<file path="config.mk">
export PLATFORM = sky130hd
export DESIGN_NAME = lc3_ctrl_seq
export DESIGN_NICKNAME = d
export VERILOG_FILES = /design/src/rtl/lc3_ctrl_seq_pkg.sv /design/src/rtl/lc3_ctrl_seq_mem_wait.sv /design/src/rtl/lc3_ctrl_seq.sv
export SDC_FILE = /design/constraint.sdc
export NUM_CORES = 1
export LEC_CHECK = 0
export BUFFER_PORTS_ARGS = -buffer_cell sky130_fd_sc_hd__buf_4
export CORE_ASPECT_RATIO = 1.25
export CORE_UTILIZATION = 30
export CTS_CLUSTER_SIZE = 20
export DETAILED_ROUTE_END_ITERATION = 16
export MAX_ROUTING_LAYER = met4
export SYNTH_ARGS = -nofsm -noshare
export SYNTH_HDL_FRONTEND = slang
export SYNTH_SLANG_ARGS = --single-unit
</file>
<file path="constraint.sdc">
create_clock -name CLK -period 3.3 [get_ports CLK]
set_input_delay 0.495 -clock CLK [delete_from_list [all_inputs] [get_ports CLK]]
set_output_delay 0.495 -clock CLK [all_outputs]
set_load 0.01 [all_outputs]
</file>
<file path="src/rtl/lc3_ctrl_seq_pkg.sv">
// Shared types, state codes and the control ROM for the LC-3 multi-cycle sequencer.
// State codes follow the classic LC-3 numbering so the debug STATE port matches textbook traces.
package lc3_ctrl_seq_pkg;

  typedef logic [5:0] state_t;

  localparam state_t S_BR1   = 6'd0,  S_ADD   = 6'd1,  S_LD    = 6'd2,  S_ST    = 6'd3;
  localparam state_t S_JSR   = 6'd4,  S_AND   = 6'd5,  S_LDR   = 6'd6,  S_STR   = 6'd7;
  localparam state_t S_NOT   = 6'd9,  S_LDI   = 6'd10, S_STI   = 6'd11, S_JMP   = 6'd12;
  localparam state_t S_LEA   = 6'd14, S_TRAP  = 6'd15, S_MEM22 = 6'd16, S_FETCH1 = 6'd18;
  localparam state_t S_JSR0  = 6'd20, S_JSR1  = 6'd21, S_BR2   = 6'd22, S_MEM21 = 6'd23;
  localparam state_t S_LDI2  = 6'd24, S_MEM11 = 6'd25, S_LDI3  = 6'd26, S_LD3   = 6'd27;
  localparam state_t S_TRAP2 = 6'd28, S_STI2  = 6'd29, S_TRAP3 = 6'd30, S_STI3  = 6'd31;
  localparam state_t S_DECODE = 6'd32, S_FETCH2 = 6'd33, S_FETCH3 = 6'd35;
  localparam state_t S_INT1  = 6'd40, S_INT2  = 6'd41, S_INT3  = 6'd42, S_ILL   = 6'd43;

  localparam logic [3:0] OP_RTI = 4'b1000, OP_RES = 4'b1101;

  localparam logic [1:0] PCMUX_INC = 2'b00, PCMUX_BUS = 2'b01, PCMUX_ADD = 2'b10;
  localparam logic [1:0] DRMUX_IR = 2'b00, DRMUX_R7 = 2'b01;
  localparam logic [1:0] SR1MUX_IR11 = 2'b00, SR1MUX_IR8 = 2'b01;
  localparam logic [1:0] ADDR2_ZERO = 2'b00, ADDR2_OFF6 = 2'b01, ADDR2_OFF9 = 2'b10, ADDR2_OFF11 = 2'b11;
  localparam logic       ADDR1_PC = 1'b0, ADDR1_BASER = 1'b1;
  localparam logic       MARMUX_ZEXT = 1'b0, MARMUX_ADDER = 1'b1;
  localparam logic [1:0] ALUK_ADD = 2'b00, ALUK_AND = 2'b01, ALUK_NOT = 2'b10, ALUK_PASSA = 2'b11;

  typedef struct packed {
    logic       ld_mar;
    logic       ld_mdr;
    logic       ld_ir;
    logic       ld_ben;
    logic       ld_reg;
    logic       ld_cc;
    logic       ld_pc;
    logic       gate_pc;
    logic       gate_mdr;
    logic       gate_alu;
    logic       gate_marmux;
    logic       gate_vec;
    logic [1:0] pcmux;
    logic [1:0] drmux;
    logic [1:0] sr1mux;
    logic       addr1mux;
    logic [1:0] addr2mux;
    logic       marmux;
    logic [1:0] aluk;
    logic       cs;
    logic       we;
  } lc3_ctrl_t;

  localparam int CTRL_W = $bits(lc3_ctrl_t);

  function automatic lc3_ctrl_t ctrl_rom(input state_t s);
    lc3_ctrl_t c;
    c = '0;
    case (s)
      S_FETCH1: begin c.ld_mar = 1'b1; c.gate_pc = 1'b1; c.ld_pc = 1'b1; c.pcmux = PCMUX_INC; end
      S_FETCH2, S_MEM11, S_LDI2, S_STI2, S_INT3: begin c.cs = 1'b1; c.ld_mdr = 1'b1; end
      S_FETCH3: begin c.gate_mdr = 1'b1; c.ld_ir = 1'b1; end
      S_DECODE: c.ld_ben = 1'b1;
      S_BR2: begin
        c.ld_pc = 1'b1; c.pcmux = PCMUX_ADD; c.addr1mux = ADDR1_PC; c.addr2mux = ADDR2_OFF9;
      end
      S_ADD, S_AND, S_NOT: begin
        c.ld_reg = 1'b1; c.ld_cc = 1'b1; c.gate_alu = 1'b1; c.sr1mux = SR1MUX_IR8; c.drmux = DRMUX_IR;
        c.aluk = (s == S_ADD) ? ALUK_ADD : (s == S_AND) ? ALUK_AND : ALUK_NOT;
      end
      S_LEA: begin
        c.ld_reg = 1'b1; c.gate_marmux = 1'b1; c.marmux = MARMUX_ADDER;
        c.addr1mux = ADDR1_PC; c.addr2mux = ADDR2_OFF9;
      end
      S_JMP, S_JSR0: begin
        c.ld_pc = 1'b1; c.pcmux = PCMUX_ADD; c.addr1mux = ADDR1_BASER;
        c.addr2mux = ADDR2_ZERO; c.sr1mux = SR1MUX_IR8;
      end
      S_JSR1: begin
        c.ld_pc = 1'b1; c.pcmux = PCMUX_ADD; c.addr1mux = ADDR1_PC; c.addr2mux = ADDR2_OFF11;
      end
      S_LD, S_LDI, S_ST, S_STI: begin
        c.ld_mar = 1'b1; c.gate_marmux = 1'b1; c.marmux = MARMUX_ADDER;
        c.addr1mux = ADDR1_PC; c.addr2mux = ADDR2_OFF9;
      end
      S_LDR, S_STR: begin
        c.ld_mar = 1'b1; c.gate_marmux = 1'b1; c.marmux = MARMUX_ADDER;
        c.addr1mux = ADDR1_BASER; c.addr2mux = ADDR2_OFF6; c.sr1mux = SR1MUX_IR8;
      end
      S_LDI3, S_STI3: begin c.ld_mar = 1'b1; c.gate_mdr = 1'b1; end
      S_LD3: begin c.ld_reg = 1'b1; c.ld_cc = 1'b1; c.gate_mdr = 1'b1; c.drmux = DRMUX_IR; end
      S_MEM21: begin c.ld_mdr = 1'b1; c.gate_alu = 1'b1; c.aluk = ALUK_PASSA; c.sr1mux = SR1MUX_IR11; end
      S_MEM22: begin c.cs = 1'b1; c.we = 1'b1; end
      S_JSR, S_INT2: begin c.ld_reg = 1'b1; c.gate_pc = 1'b1; c.drmux = DRMUX_R7; end
      S_TRAP: begin c.ld_mar = 1'b1; c.gate_marmux = 1'b1; c.marmux = MARMUX_ZEXT; end
      // Vector fetch and return-link save share the one memory wait.
      S_TRAP2: begin
        c.cs = 1'b1; c.ld_mdr = 1'b1; c.ld_reg = 1'b1; c.gate_pc = 1'b1; c.drmux = DRMUX_R7;
      end
      S_TRAP3: begin c.ld_pc = 1'b1; c.pcmux = PCMUX_BUS; c.gate_mdr = 1'b1; end
      S_INT1, S_ILL: begin c.ld_mar = 1'b1; c.gate_vec = 1'b1; end
      default: c = '0;
    endcase
    return c;
  endfunction

endpackage

</file>
<file path="src/rtl/lc3_ctrl_seq_mem_wait.sv">
// READY wait tracker for memory states: counts stalled cycles and flags a timeout.
// READY in the same cycle as the limit wins, so timeout is qualified by !ready.
module lc3_ctrl_seq_mem_wait #(
  parameter int MEM_TMO = 255
) (
  input  logic CLK,
  input  logic RESET,
  input  logic en,
  input  logic ready,
  output logic done,
  output logic timeout
);

  localparam int CW = (MEM_TMO < 1) ? 1 : $clog2(MEM_TMO + 1);
  localparam int LIM = (MEM_TMO < 1) ? 0 : MEM_TMO - 1;
  localparam logic [CW-1:0] LIM_C = CW'(LIM);

  logic [CW-1:0] cnt;

  assign done    = en & ready;
  assign timeout = (MEM_TMO != 0) && en && !ready && (cnt == LIM_C);

  always_ff @(posedge CLK or posedge RESET) begin
    if (RESET)
      cnt <= '0;
    else if (en && !ready && !timeout)
      cnt <= cnt + 1'b1;
    else
      cnt <= '0;
  end

endmodule

</file>
<file path="src/rtl/lc3_ctrl_seq.sv">
// LC-3 multi-cycle control sequencer: Moore FSM with READY timeout, interrupt entry and illegal-op trap.
// Controls are a ROM lookup of the registered state; only RESET gates them directly.
module lc3_ctrl_seq
  import lc3_ctrl_seq_pkg::*;
#(
  parameter int         MEM_TMO = 255,
  parameter bit         INT_EN  = 1'b1,
  parameter logic [7:0] INT_VEC = 8'h80,
  parameter logic [7:0] ILL_VEC = 8'h01
) (
  input  logic              CLK,
  input  logic              RESET,
  input  logic              READY,
  input  logic [15:0]       IR,
  input  logic              N,
  input  logic              Z,
  input  logic              P,
  input  logic              INT_REQ,
  output logic [CTRL_W-1:0] CTRL,
  output logic [7:0]        VECTOR,
  output logic              INT_ACK,
  output logic [1:0]        FAULT,
  output logic [5:0]        STATE
);

  state_t    state, nxt;
  logic      ben;
  logic [1:0] fault;
  lc3_ctrl_t cur;
  logic      mem_done, tmo;
  logic      unused_ir;

  assign cur       = ctrl_rom(state);
  assign unused_ir = ^IR[8:0];

  lc3_ctrl_seq_mem_wait #(.MEM_TMO(MEM_TMO)) u_wait (
    .CLK    (CLK),
    .RESET  (RESET),
    .en     (cur.cs),
    .ready  (READY),
    .done   (mem_done),
    .timeout(tmo)
  );

  always_comb begin
    nxt = S_FETCH1;
    case (state)
      S_FETCH1: nxt = (INT_EN && INT_REQ) ? S_INT1 : S_FETCH2;
      S_FETCH2: nxt = S_FETCH3;
      S_FETCH3: nxt = S_DECODE;
      // Dispatch state numbers equal the opcode, except the two reserved encodings.
      S_DECODE: nxt = (IR[15:12] == OP_RTI || IR[15:12] == OP_RES) ? S_ILL : {2'b00, IR[15:12]};
      S_BR1:    nxt = ben ? S_BR2 : S_FETCH1;
      S_LD, S_LDR:  nxt = S_MEM11;
      S_LDI:    nxt = S_LDI2;
      S_LDI2:   nxt = S_LDI3;
      S_LDI3:   nxt = S_MEM11;
      S_MEM11:  nxt = S_LD3;
      S_ST, S_STR:  nxt = S_MEM21;
      S_STI:    nxt = S_STI2;
      S_STI2:   nxt = S_STI3;
      S_STI3:   nxt = S_MEM21;
      S_MEM21:  nxt = S_MEM22;
      S_JSR:    nxt = IR[11] ? S_JSR1 : S_JSR0;
      S_TRAP:   nxt = S_TRAP2;
      S_TRAP2:  nxt = S_TRAP3;
      S_INT1, S_ILL: nxt = S_INT2;
      S_INT2:   nxt = S_INT3;
      S_INT3:   nxt = S_TRAP3;
      default:  nxt = S_FETCH1;
    endcase
    if (cur.cs && !mem_done)
      nxt = tmo ? S_ILL : state;
  end

  always_ff @(posedge CLK or posedge RESET) begin
    if (RESET) begin
      state <= S_FETCH1;
      ben   <= 1'b0;
      fault <= 2'b00;
    end else begin
      state <= nxt;
      if (state == S_DECODE)
        ben <= (IR[11] & N) | (IR[10] & Z) | (IR[9] & P);
      if (tmo)
        fault <= 2'b10;
      else if (state == S_ILL && fault != 2'b10)
        fault <= 2'b01;
      else if (state == S_FETCH1)
        fault <= 2'b00;
    end
  end

  assign CTRL    = RESET ? '0 : cur;
  assign VECTOR  = cur.gate_vec ? ((state == S_INT1) ? INT_VEC : ILL_VEC) : 8'h00;
  assign INT_ACK = (state == S_INT1);
  assign FAULT   = fault;
  assign STATE   = state;

endmodule
</file>
==> results of run 1 <==
==> per-layer routing <==
metal,vias up,routed length (um),global-route usage
met5,-,0,-
met4,0,138,0.0731
met3,13,344,0.0125
met2,92,2540,0.281
met1,911,2310,0.237
li1,954,-,-
==> state kept, by name, indices dropped and copies added, names as in the netlist <==
register and cells:
FAULT 2, STATE 6, ben 1, u_wait.cnt 8
==> where the power goes <==
part / switching (uW) / leakage (uW) / internal (uW)
sequential: 147 / 0.000223 / 261
combinational: 618 / 0.000677 / 433
clock: 67.7 / 0.0000255 / 83.6
total: 832 / 0.000926 / 777
==> per-stage QoR <==
step / setup slack [ns] / total power, uW
after floorplan: 0.977 / 1150
after global placement: 0.895 / 1440
after detailed placement: 0.900 / 1450
after CTS: 0.615 / 1600
after global routing: 0.402 / 1740
final: 0.585 / 1610
==> cells in the mapped netlist (4+ instances only) <==
master     n
clkbuf_1   7
nor2_1    40
buf_1      4
xor2_1     7
nand4_1    4
nand3_1    6
buf_2      6
a31oi_1    6
o21ai_0    8
dfrtp_1   15
buf_4     12
nor3_1    10
inv_1      6
a21oi_1   17
o22ai_1    4
nand2b_1   5
nand2_1   19
nor2b_1    8
==> cells by family after synthesis <==
logic type,count (synthesis),share of synthesized area
XOR/XNOR,10,0.0483
other,1,0.00207
adder cells (fa/ha/maj),2,0.0138
buffers and inverters,35,0.102
AO/OA/AOI/OAI,67,0.271
flip-flops,17,0.236
AND/OR/NAND/NOR,117,0.327
==> worst register-to-register path, stage by stage (launching register included) <==
cell,delay [ns]
dfstp_2,0.90
nor2_2,0.19
a31o_1,0.30
o21a_4,0.24
or3_1,0.36
o32a_1,0.28
==> cell type report <==
type	instances	area (um2)
clock buffer	3	41.3
sequential	17	428
clock inverter	1	5.00
multi-input combinational	204	1230
inverter	6	22.5
fill	630	3610
tap	66	82.6
timing repair buffer	54	405
==> how the worst min path moves through the flow <==
stage | startpoint | slack (ns) | endpoint
finish | RESET | 0.36 | FAULT[1]
global route | RESET | 0.39 | FAULT[1]
CTS | RESET | 0.36 | FAULT[1]
detailed placement | ben | 0.53 | ben
global placement | ben | 0.51 | ben
floorplan | RESET | 0.43 | FAULT[0]
==> placed cells by master (no fill, tap or decap), types with 3 or more instances in the layout <==
cell and instances:
o21bai_1 3, dfrtp_1 15, a31oi_1 6, o22ai_1 4
conb_1 8, xor2_1 7, clkbuf_8 3, nand2b_1 5
nor3_1 10, nor4_1 3, inv_1 6, buf_4 54
nor3b_1 3, nor2b_1 8, xnor2_1 3, and3_1 3
nand2_1 19, o21ai_0 8, nand3_1 6, nand4_1 4
a21oi_1 17, or3_1 3, nor2_1 40
==> impl_metrics.tcl, run 1 <==
set metrics [dict create \
    status "finished clean" \
    rrSetupSlack_ns 0.92 \
    yosys.area.top_type "dfrtp_1" \
    die_height_um 88.9 \
    via_per_inst 5.61 \
    ys_seq_area_frac 0.236 \
    grt_max_degree 34 \
    synth_cell_types 60 \
    syn2layout_area_growth_pct 22.0 \
    vias 1970 \
    tightest_slew_ns 0.684 \
    synth_edf_count 0 \
    dp.cells 347 \
    yosys_warnings 0 \
    endpoint "CTRL[24]" \
    path_clk_slew_ns 0.06 \
    finalNonFillerCells 351 \
    routabilityCongestion 0.864 \
    routed_wl_um 5330 \
    reg2reg_depth 5 \
    fp.coreArea_um2 5820 \
    fin_worst_skew_ns 0.000713 \
    ys.flop_type "dfrtp_1" \
    path_cells "nand3b_1, a211oi_4, nor2_1, o22ai_1, buf_4" \
    crit_buf_inv 1 \
    dieArea_um2 6360 \
    clock_sinks 17 \
    start_kind "flop" \
    max_stage_delay_ns 0.90 \
    crit_fanout 33 \
    antenna_cells 0 \
    cts_hold_buffers 0 \
    yosys.area.top_type_share 0.207 \
    ant_nets 0 \
    reg2reg_from "STATE[1]" \
    hold_viol_final 0 \
    ys_top_cells_by_area "dfrtp_1 21%, nor2_1 8.3%, buf_4 5.0%, a21oi_1 4.7%, nand2_1 3.9%" \
    final_nets 311 \
    post-cts-setup-buffers 0 \
    fp.dieW_um 71.5 \
    cts-htree-levels 1 \
    cp_top_family "flip-flops" \
    cts_made_buffers 3 \
    end_kind "output port" \
    fin_area_um2 2210 \
    remaining_drc_errors 0 \
    peakVddDrop_mv 0.237 \
    synth-async-reset-ratio 1.00 \
    clock-root-buffer "clkbuf_8" \
    wl_per_cell_um 15.2 \
    p_per_area_nw_per_um2 728 \
    cts_tree "yes" \
    crit_type "reg2out" \
    cts.repair.resized 0 \
    fin_crit_sh 0.823 \
    io_buffers 48 \
    grt_pass1_wl_um 8770 \
    synth-seq-cells 17 \
    rsz0062_at_grt "false" \
    grt_usage 0.178 \
    clk_latency_ns 0.25 \
    final_util 0.380 \
    cap_violations 0 \
    grt_pass1_vias 1738 \
    pin_count 66 \
    placement.cell_area_um2 2160 \
    hold_ws_ns 0.362 \
    syn_inst 249 \
    drv_slew 0 \
    fmax_mhz 368 \
    place_hpwl_um 3980 \
    first_pass_iters 6 \
    setup_viol 0 \
    reg2reg_to "STATE[0]" \
    drive_above_1_share 0.246 \
    grt-ovfl-total 0 \
    clock_path_buffers 2 \
    syn_area_um2 1810 \
    arrival_ns 2.22 \
    drt_iter0_drc 257 \
    crit_slowest_cell "dfstp_2" \
    path_depth 5 \
    required_ns 2.80 \
    hp-class "in2async" \
    startpoint "STATE[1]" \
    rows 31 \
    synth.avg_cell_area_um2 7.28 \
    fin_crit_ns 2.72 \
    antenna_found_initial 0 \
    timing.slew.headroom 0.542 \
    initial_core_util 0.311 \
    tns_ns 0 \
    p_leak_uw 0.000926 \
]
No activity file was read; power rests on OpenSTA's default activity.
==> inputs of run 2 (changes only) <==
--- a/config.mk
+++ b/config.mk
@@ -5,6 +5,7 @@
 export SDC_FILE = /design/constraint.sdc
 export NUM_CORES = 1
 export LEC_CHECK = 0
+export ABC_AREA = 1
 export BUFFER_PORTS_ARGS = -buffer_cell sky130_fd_sc_hd__buf_4
 export CORE_ASPECT_RATIO = 1.25
 export CORE_UTILIZATION = 30
==> constraint.sdc (replaced) <==
create_clock -name CLK -period 2.2 [get_ports CLK]
set_input_delay 0.33 -clock CLK [delete_from_list [all_inputs] [get_ports CLK]]
set_output_delay 0.33 -clock CLK [all_outputs]
set_load 0.01 [all_outputs]
==> impl_metrics.tcl, run 2 <==
set metrics [dict create \
    rsz0062_at_grt "true" \
    fin_worst_skew_ns 0.00411 \
    drt_iter0_drc 107 \
    reg2reg_depth 10 \
    max_stage_delay_ns 0.61 \
    antenna_found_initial 0 \
    grt_max_degree 22 \
    status "finished clean" \
    final_nets 374 \
    cap_violations 0 \
    cp_top_family "flip-flops" \
    synth-async-reset-ratio 1.00 \
    netlist_top_cells_count "60 x nand2_1, 40 x nor2_1, 36 x inv_1" \
    tns_ns 0 \
    vias 2062 \
    reg2reg_to "u_wait.cnt[3]" \
    finalNonFillerCells 412 \
    cts_made_buffers 3 \
    required_ns 1.87 \
    grt_pass1_vias 1951 \
    fp.dieW_um 70.1 \
    peakVddDrop_mv 0.409 \
    routed_wl_um 5640 \
    remaining_drc_errors 0 \
    clk_latency_ns 0.24 \
    crit_fanout 8 \
    clock-root-buffer "clkbuf_8" \
    grt_usage 0.183 \
    hp-class "in2async" \
    ys_seq_area_frac 0.246 \
    antenna_cells 0 \
    path_clk_slew_ns 0.06 \
    drive_above_1_share 0.411 \
    synth_cell_types 35 \
    final_common_cell "buf_4" \
    p_per_area_nw_per_um2 1070 \
    endpoint "CTRL[18]" \
    yosys.area.top_type "dfrtp_1" \
    yosys.area.top_type_share 0.216 \
    synth-seq-cells 17 \
    fmax_mhz 456 \
    rows 30 \
    fin_crit_sh 0.996 \
    dieArea_um2 6100 \
    clock_path_buffers 2 \
    path_depth 6 \
    drv_slew 0 \
    cts-htree-levels 1 \
    largest_reg_flops 8 \
    synth_edf_count 0 \
    hold_ws_ns 0.333 \
    arrival_ns 1.86 \
    grt_pass1_wl_um 8850 \
    io_buffers 48 \
    pin_count 66 \
    fin_crit_ns 2.19 \
    synth_most_common_cell "nand2_1" \
    synth.avg_cell_area_um2 6.22 \
    routabilityCongestion 0.946 \
    first_pass_iters 4 \
    startpoint "STATE[1]" \
    initial_core_util 0.315 \
    place_hpwl_um 4250 \
    grt-ovfl-total 0 \
    syn_inst 279 \
    dp.cells 394 \
    ant_nets 0 \
    mostFrequentLayoutCells "68 x buf_4, 49 x nand2_1, 33 x nor2_1" \
    cts_tree "yes" \
    wl_per_cell_um 13.7 \
    clock_sinks 17 \
    reg2reg_from "STATE[4]" \
    crit_type "reg2out" \
    ys_top_cells_by_area "dfrtp_1 22%, nand2_1 13%, nand3_1 9.5%, nor2_1 8.6%, inv_1 7.8%" \
    hold_viol_final 0 \
    top_register "u_wait.cnt" \
    cts_hold_buffers 0 \
    syn2layout_area_growth_pct 45.4 \
    start_kind "flop" \
    crit_slowest_cell "dfstp_2" \
    fp.coreArea_um2 5520 \
    syn_area_um2 1740 \
    p_leak_uw 0.00137 \
    via_per_inst 5.00 \
    yosys_warnings 0 \
    path_cells "inv_4, nor2_4, buf_6, nand3_1, o21ai_0, buf_4" \
    setup_viol 0 \
    ys.flop_type "dfrtp_1" \
    rrSetupSlack_ns 0.28 \
    die_height_um 87.1 \
    crit_buf_inv 3 \
    end_kind "output port" \
]
==> run 2: timing repair <==
| item | CTS | global route |
|---|---|---|
| buffers inserted | 0 | 13 |
| resized for setup | 9 | 55 |
| setup endpoints to repair | 8 | 13 |
| pin swaps | 1 | 9 |
| gates cloned | 0 | 1 |
==> run 2: layout make-up <==
type	instances	area [um2]
Sequential cell	17	433
Tap cell	64	80.1
Inverter	40	155
Multi-Input combinational cell	214	1250
Fill cell	567	2990
Clock buffer	4	45.0
Timing Repair Buffer	73	561
==> run 2: report_power, final <==
group          switching [uW]  internal [uW]
Combinational            1140            770
Clock                    97.5            128
Sequential                152            406
Total                    1390           1300
==> run 2: worst min path at each step <==
stage	from	to	depth (start not counted)
6_report	RESET	ben	3
5_1_grt	RESET	ben	3
4_1_cts	RESET	ben	3
3_5_place_dp	u_wait.cnt[0]	u_wait.cnt[0]	1
3_3_place_gp	u_wait.cnt[0]	u_wait.cnt[0]	1
2_1_floorplan	RESET	FAULT[0]	1
==> run 2: cells by family (layout without fill, tap and decap cells) <==
family                     after synthesis  count (layout)  share of synthesized area
other                                    1               8                    0.00216
AOI/OAI and AO/OA                       32              32                      0.107
and+or+nand+nor                        169             169                      0.470
DFF                                     17              17                      0.246
buffers and inverters                   55             117                      0.146
xor gates and xnor gates                 3               3                     0.0151
adders and majority gates                2               2                     0.0144
==> run 2: metal layers <==
| metal | track usage | part of all wire | wire (um) |
|---|---|---|---|
| met5 | - | 0 | 0 |
| met4 | 0.0545 | 0.029 | 165 |
| met3 | 0.0127 | 0.030 | 170 |
| met2 | 0.324 | 0.52 | 2940 |
| met1 | 0.223 | 0.42 | 2360 |
==> run 2: worst register-to-register path: stages (launching register included) <==
cell and delay [ns]:
dfstp_2 0.62, inv_2 0.08, nor2_4 0.14, buf_6 0.15, nand3_1 0.12, nand3_2 0.12, inv_2 0.06, nand2_2 0.07
nand3_2 0.14, buf_4 0.21, nor3b_2 0.14
==> run 2: through the flow <==
step           setup WS (ns)  utilization  total power (uW)  cell area [um2]
4_1_cts             -0.00644        0.407              2320             2250
3_3_place_gp           0.180        0.396              2050             2180
2_1_floorplan          0.252            -              1510             1760
5_1_grt              -0.0488        0.458              2910             2520
6_report             0.00884        0.458              2690             2520
3_5_place_dp           0.160        0.396              2060             2180
==> inputs of run 3 (changes only) <==
--- a/config.mk
+++ b/config.mk
@@ -5,7 +5,6 @@
 export SDC_FILE = /design/constraint.sdc
 export NUM_CORES = 1
 export LEC_CHECK = 0
-export ABC_AREA = 1
 export BUFFER_PORTS_ARGS = -buffer_cell sky130_fd_sc_hd__buf_4
 export CORE_ASPECT_RATIO = 1.25
 export CORE_UTILIZATION = 30
==> impl_metrics.tcl, run 3 (synthesis gave the netlist of run 1 again) <==
set metrics [dict create \
    grt_pass1_wl_um 9300 \
    routabilityCongestion 0.961 \
    rrSetupSlack_ns 0.08 \
    start_kind "flop" \
    syn2layout_area_growth_pct 43.2 \
    grt_max_degree 26 \
    hold_viol_final 0 \
    clock_path_buffers 2 \
    crit_fanout 7 \
    antenna_cells 0 \
    tightest_slew_ns 0.678 \
    hp-class "in2async" \
    mostFrequentLayoutCells "84 x buf_4, 37 x nor2_1, 17 x a21oi_1, 17 x nand2_1, 13 x dfrtp_1" \
    setup_viol 0 \
    fin_worst_skew_ns 0.00605 \
    pin_count 66 \
    wl_met1_um 2550 \
    path_clk_slew_ns 0.07 \
    dieArea_um2 6360 \
    hold_ws_ns 0.210 \
    fill_cells 600 \
    fp.dieW_um 71.5 \
    fmax_mhz 458 \
    peakVddDrop_mv 0.518 \
    crit_type "reg2out" \
    drive_above_1_share 0.381 \
    remaining_drc_errors 0 \
    grt_usage 0.185 \
    highest_layer "met4" \
    power.total_uw 2990 \
    cts-htree-levels 1 \
    met3_length_um 232 \
    antenna_found_initial 0 \
    grt_pass1_vias 1933 \
    clock-root-buffer "clkbuf_8" \
    final_common_cell "buf_4" \
    fin_crit_ns 2.18 \
    ant_nets 0 \
    cap_violations 0 \
    routed_wl_um 5840 \
    drv_slew 0 \
    fin_crit_sh 0.993 \
    end_kind "output port" \
    clk_latency_ns 0.25 \
    p_leak_uw 0.00111 \
    via_per_inst 5.41 \
    grt-ovfl-total 0 \
    cts_tree "yes" \
    timing.slew.headroom 0.547 \
    final_nets 346 \
    io_buffers 48 \
    wl_per_cell_um 15.1 \
    first_pass_iters 4 \
    largest_reg_flops 8 \
    fp.coreArea_um2 5820 \
    vias 2090 \
    rows 31 \
    clock_sinks 17 \
    rsz0062_at_grt "true" \
    top_register "u_wait.cnt" \
    status "finished clean" \
    route.met2.wl_um 2930 \
    required_ns 1.87 \
    p_per_area_nw_per_um2 1150 \
    initial_core_util 0.311 \
    drt_iter0_drc 154 \
    die_height_um 88.9 \
    place_hpwl_um 4200 \
    arrival_ns 1.85 \
    cts_made_buffers 3 \
]
## run 3: cell count changes in the layout (fill, tap and decap cells not counted), moves of 8 or more
cell	previous run	this run
a21oi_1	6	17
buf_4	68	84
inv_1	32	5
nand2_1	49	17
nand2_2	10	2
nand3_1	31	6
nor2_4	13	0
## run 3: worst paths after layout
check	start	end	cells after the start
worst max-delay path	STATE[1]	CTRL[24]	6
worst min-delay path	RESET	u_wait.cnt[7]	3
worst max register to register	STATE[1]	STATE[0]	7
worst min register to register	ben	ben	2
max in group asynchronous	RESET	STATE[4]	3
min in group CLK	P	ben	3
## run 3: where the power goes
group          total [uW]  switching (uW)  internal, uW  leakage [uW]
clock                 231             106           125     0.0000255
sequential            513             113           400      0.000221
combinational        2250            1200          1050      0.000865
total                2990            1420          1570       0.00111
## run 3: cell type report
| cell class | count | area (um2) | area share |
|---|---|---|---|
| repair buffers | 89 | 708 | 0.273 |
| clock buffers | 3 | 41.3 | 0.0159 |
| flip-flops and latches | 17 | 434 | 0.167 |
| multi-input cells | 204 | 1300 | 0.500 |
| inverters | 6 | 26.3 | 0.0101 |
| clock inverters | 1 | 5.00 | 0.00193 |
| well taps | 66 | 82.6 | 0.0318 |
## run 3: what timing repair did
action / 4_1_cts / 5_1_grt
setup buffers: 7 / 7
endpoints found under the setup margin: 9 / 18
resized for setup: 6 / 20
pin swaps: 1 / 5
cloned: 0 / 0
hold endpoints to repair: 0 / 0
hold buffers: 0 / 0
## run 3: layer usage
layer  GRT usage  vias up
met2       0.306       74
met3      0.0159       11
met5           -        -
met1       0.238      989
met4      0.0606        0
li1            -     1016
## run 3: metrics by stage
stage                     cells  worst slack (ns)   TNS (ns)  utilization  cell area, um2
final                       386            0.0162          0        0.446            2590
after global routing        386           -0.0697     -0.171        0.446            2590
after CTS                   379         -0.000927  -0.000927        0.424            2470
after detailed placement    368             0.114          0        0.403            2350
after global placement      368             0.111          0        0.403            2350
after floorplan             256            0.0423          0            -            1840
## run 3: critical path, stage by stage (launching register included)
cell and delay (ns):
dfstp_2 0.42, buf_6 0.15, or3b_4 0.38, a211oi_4 0.28, nor2_2 0.08, o22ai_2 0.16
buf_4 0.14
